**src/rtl/stream_min_max.sv**
```systemverilog
// Streaming min/max tracker.
// Consumes unsigned samples one per handshake and keeps the running minimum
// and maximum, their first-occurrence indices and a saturating sample count.
// A frame closes on i_last; the result is then held until the downstream
// consumer takes it, after which the next frame can start.
module stream_min_max #(
  parameter int N           = 8,
  parameter int COUNT_WIDTH = 8
) (
  input  logic                   i_clock,
  input  logic                   i_reset,
  input  logic                   i_valid,
  output logic                   o_ready,
  input  logic [N-1:0]           i_data,
  input  logic                   i_last,
  output logic                   o_valid,
  input  logic                   i_ready,
  output logic [N-1:0]           o_min,
  output logic [N-1:0]           o_max,
  output logic [COUNT_WIDTH-1:0] o_min_index,
  output logic [COUNT_WIDTH-1:0] o_max_index,
  output logic [COUNT_WIDTH-1:0] o_count,
  output logic                   o_saturated
);

  typedef enum logic {
    ACCUM = 1'b0,
    HOLD  = 1'b1
  } state_t;

  localparam logic [COUNT_WIDTH-1:0] COUNT_MAX = '1;
  localparam logic [COUNT_WIDTH-1:0] COUNT_ONE = COUNT_WIDTH'(1);

  state_t state;
  logic   first;
  logic   accept;
  logic   handoff;
  logic   data_less;
  logic   data_greater;
  logic   count_full;

  // Handshake decode plus the unsigned comparisons against the stored extremes.
  always_comb begin
    o_ready      = (state == ACCUM) && !i_reset;
    accept       = i_valid && o_ready;
    handoff      = o_valid && i_ready;
    data_less    = i_data < o_min;
    data_greater = i_data > o_max;
    count_full   = (o_count == COUNT_MAX);
  end

  // Frame state machine; the result registers double as the running extremes,
  // so they keep the previous frame's values until the next first sample lands.
  always_ff @(posedge i_clock or posedge i_reset) begin
    if (i_reset) begin
      state       <= ACCUM;
      first       <= 1'b1;
      o_valid     <= 1'b0;
      o_min       <= '0;
      o_max       <= '0;
      o_min_index <= '0;
      o_max_index <= '0;
      o_count     <= '0;
      o_saturated <= 1'b0;
    end else begin
      case (state)
        ACCUM: begin
          if (accept) begin
            if (first) begin
              o_min       <= i_data;
              o_max       <= i_data;
              o_min_index <= '0;
              o_max_index <= '0;
              o_count     <= COUNT_ONE;
              o_saturated <= 1'b0;
              first       <= 1'b0;
            end else begin
              // The index of a new extreme is the count before this sample,
              // which pins at all-ones once the counter has saturated.
              if (data_less) begin
                o_min       <= i_data;
                o_min_index <= o_count;
              end
              if (data_greater) begin
                o_max       <= i_data;
                o_max_index <= o_count;
              end
              if (count_full) begin
                o_saturated <= 1'b1;
              end else begin
                o_count <= o_count + COUNT_ONE;
              end
            end
            if (i_last) begin
              state   <= HOLD;
              o_valid <= 1'b1;
            end
          end
        end
        HOLD: begin
          if (handoff) begin
            state   <= ACCUM;
            first   <= 1'b1;
            o_valid <= 1'b0;
          end
        end
        default: begin
          state <= ACCUM;
        end
      endcase
    end
  end

endmodule

```
**config.mk**
```make
export PLATFORM = sky130hd
export DESIGN_NAME = stream_min_max
export DESIGN_NICKNAME = d
export VERILOG_FILES = /design/src/rtl/stream_min_max.sv
export SDC_FILE = /design/constraint.sdc
export NUM_CORES = 1
export LEC_CHECK = 0
export CORE_ASPECT_RATIO = 2
export CORE_UTILIZATION = 35
export DETAILED_ROUTE_END_ITERATION = 10
export DONT_BUFFER_PORTS = 1
export SLEW_MARGIN = 25
export SYNTH_ARGS = -nofsm -noshare
export SYNTH_HDL_FRONTEND = slang
export SYNTH_SLANG_ARGS = --single-unit
```
**constraint.sdc**
```tcl
create_clock -name i_clock -period 4.3 [get_ports i_clock]
set_input_delay 0.86 -clock i_clock [delete_from_list [all_inputs] [get_ports i_clock]]
set_output_delay 0.86 -clock i_clock [all_outputs]
set_load 0.01 [all_outputs]
```
# After elaboration in Yosys (flattened, before gate mapping)
# Cells that the tools add are included.
# classes
n_addsub	1
n_lt_le_gt_ge	2
n_eq_ne	5
muxes	23
bitwise	1
reduce_logical	13
# op_table
op	n
two-way mux 8 bit	10
AND reduction 3 bit	5
two-way mux 1 bit	10
adder 8 x 1 -> 8 bit (second input constant)	1
== test 8 bit (second input constant)	1
> comparator 8 bit	1
< comparator 8 bit	1
inequality test 2 bit (second input constant)	3
one-hot mux 1 bit (2 select lines)	3
nonzero test 2 bit	3
logical AND 1 bit	3
inequality test 2 x 1 -> 1 bit (second input constant)	1
AND reduction 2 bit	1
zero test 1 bit	1
inverter 1 bit	1
# totals
register_bits	44
inputBits	13
out_inout_bits	43

# Logic depth before layout (Yosys ltp)
# depth
ltp_word	5
mapped_depth	8

# Least setup slack after synthesis
# No wires, ideal clock.
# synth_path
path_type	input port to flip-flop
start	input port i_data[5]
end	register o_max[0]
setup_ns	0.125
t_arrival_ns	2.447
required_time_ns	4.175
setup_slack_ns	1.728
cell_stages	6
path_buffers	0
path_cell_list	ha_1 -> a211o_1 -> a21oi_2 -> nand3_2 -> a21oi_4 -> mux2_2
# synth_via
elab_chain_cells	3
# synth_lines
item	line	rtl
start, declared	14	input logic [N-1:0] i_data,
> comparator 8 bit	48	data_greater = i_data > o_max;
nonzero test 2 bit (no line)	n/a	
AND reduction 3 bit (no line)	n/a	
end signal, assigned	71	o_max <= i_data;
end signal, assigned	85	o_max <= i_data;
end, declared	19	output logic [N-1:0] o_max,
# Every way passes these cells.
# A chain may end at the register's enable or synchronous reset.

# Worst setup path after layout
# layout_path
start	input port i_valid
end	register o_min[1]
# layout_via
elab_chain_cells	2
# layout_lines
item	line	rtl
start, declared	12	input logic i_valid,
logical AND 1 bit	45	accept = i_valid && o_ready;
AND reduction 3 bit (no line)	n/a	
end signal, assigned	70	o_min <= i_data;
end signal, assigned	81	o_min <= i_data;
end, declared	18	output logic [N-1:0] o_min,
# Every way passes these cells.

==> flow_summary.ini <==
[status]
status = finished, final reports clean

[synth]
synthDistinctLibCells = 45
syn_area_per_cell_um2 = 10.2
synth_top_area_share_pct = 41.3
ys_ff_latch = 44
async_reset_ff_share_pct = 100
synth_area_leaders = dfrtp_1 (41%), ha_1 (7.7%), mux2_2 (6.9%)
synth_edf_count = 0
yosysWarnings = 0
ys.flop_type = dfrtp_1
syn_area_um2 = 2600
yosysTopAreaCell = dfrtp_1
synth_cells = 255
ys_seq_area_share_pct = 42.3
syn-num-nets = 284

[floorplanning]
die_x_um = 63.0
die_area_um2 = 7810
rows = 44
core_um2 = 7210
initial_core_util_pct = 36.1
ioPinCount = 56
die-height_um = 124

[power]
leakage_nw = 1.22
ir_drop_uv = 281
power_density_nw_per_um2 = 674

[clocking]
clockBufferDepth = 2
cts_resized = 0
holdBufCountCts = 0
cts_tree = yes
cts_buffers = 5
cts_setup_buffers = 0
clkSinkCount = 44
clkTransAtPathRegs_ps = 70
htreeDepth = 2
clk-insertion-delay-late_ps = 290
root_buffer = clkbuf_16

[setup_path]
critPathLaunchType = input pin
cp_data_required_time_ps = 4470
crit_type = in2reg
ff2ff_path_depth = 5
critical_path.max_stage_delay_ps = 510
worstPathArrival_ps = 2750
path_cells = nor3b_2, o2111ai_2, nor2b_4, a21oi_4, mux2_2
cp_max_fo = 17
cpMaxStageDelayCell = o2111ai_2
endpoint_kind = flop

[global_routing]
grtUsageTotal_pct = 17.5
antenna_found_initial = 0
grt_max_degree = 45
globalRoute.totalOverflow = 0
first_global_vias = 1951
grt_pass1_wl_mm = 10.3

[detailed_routing]
postRouteAntennaNets = 0
via_count = 1961
avgRoutedWirePerCell_um = 18.5
drt_iter0_drc = 72
drtPass1Iterations = 5
vias_per_cell = 5.64
post-route-drc-count = 0
drt_wl_total_mm = 6.44

[sta]
period_share_pct = 60.0
fin_skew_ps = 9.12
worst_slew_pin_slew_ps = 744
finalSetupViolCount = 0
fmax_ghz = 0.388
hold_violations = 0
worst_slack_ps = 1720
rsz0062_at_grt = false
drv_slew = 0
final.min_clock_period_ps = 2580
timing.slew.headroom_pct = 50.4
tns_ps = 0

[cells_and_area]
diodes = 0
final_common_cell = dfrtp_1
drive_gt1_share_pct = 14.5
final_cell_mix = dfrtp_1 (43), inv_1 (28), nand3_1 (18), mux2_2 (16), ha_1 (16)
fillers = 711
area_delta_synth_final_pct = 9.56
fin_nets = 284

[min_path]
hold_class = in2async

[placement]
dp_slack_ps = 1370
port_buffers = 0
gp_congestion = 0.759
dp_hpwl_mm = 4.80

[job]
maxCapViolations = 0
## metal layers
metal	global-route usage, %	up-vias	share of wire, %
met5	0	-	0
met4	8.87	0	3.0
met3	3.57	12	4.6
met2	33.1	54	56
met1	17.7	969	36
li1	-	926	-
## power breakdown
| part | total, mW | switching, mW | internal, mW |
|---|---|---|---|
| Sequential | 0.844 | 0.277 | 0.567 |
| Combinational | 0.639 | 0.348 | 0.292 |
| Clock | 0.440 | 0.167 | 0.273 |
| Total | 1.92 | 0.791 | 1.13 |
## layout make-up
type,instances,area (um2),share of cell area [%]
clock inverters,3,42.5,1.49
clock buffers,5,125,4.39
repair buffers,2,15.0,0.526
flip-flops and latches,44,1100,38.6
inverters,29,109,3.82
well taps,92,115,4.04
multi-input cells,173,1340,47.1
## path summary, 6_finish.rpt
path / to / startpoint / slack, ps
max: o_min[1] / i_valid / 1720
min reg2reg: state / state / 590
max reg2reg: o_min[1] / state / 1800
min in group i_clock: state / state / 590
max in group asynchronous: o_min[7] / i_reset / 3300
min: o_max_index[2] / i_reset / 590
## critical path, delay by kind of cell
family,cells,cell delay [ps]
compound gates,2,800
simple gates,2,710
mux,1,380
## kinds of logic (layout without fill, tap and decap cells)
group,count (synthesis),in the layout,synth area share [%]
compound gates,50,50,16.0
simple gates,86,86,19.3
flops,44,44,42.3
xor+xnor,4,4,1.35
buf+inv,38,39,6.05
fa+ha+maj,16,16,7.69
mux,17,17,7.30
## registers in the layout, summed over array words and instances, names as in the netlist
name / flops
o_saturated: 1
o_count: 8
first: 1
o_max: 8
o_min_index: 8
state: 1
o_valid: 1
o_min: 8
o_max_index: 8
## cells in the mapped netlist (all sizes together) (3+ instances only)
master	n
a21oi	10
a22oi	8
buf	3
clkbuf	6
dfrtp	43
ha	16
inv	29
mux2	16
nand2	15
nand3	19
nand4	5
nand4b	6
nor2	10
nor2b	10
nor3b	7
o21ai	10
o311ai	8
xnor2	4
## through the flow
stage | utilization, % | hold WS, ps | area [um2] | cells | total power, mW
2_1_floorplan | - | 529 | 2600 | 255 | 1.31
3_3_place_gp | 37.2 | 570 | 2690 | 340 | 1.48
3_5_place_dp | 37.2 | 579 | 2690 | 340 | 1.50
4_1_cts | 39.6 | 596 | 2850 | 348 | 1.94
5_1_grt | 39.6 | 616 | 2850 | 348 | 2.07
6_report | 39.6 | 589 | 2850 | 348 | 1.92
Note: power is estimated with default switching activity, not from simulation.
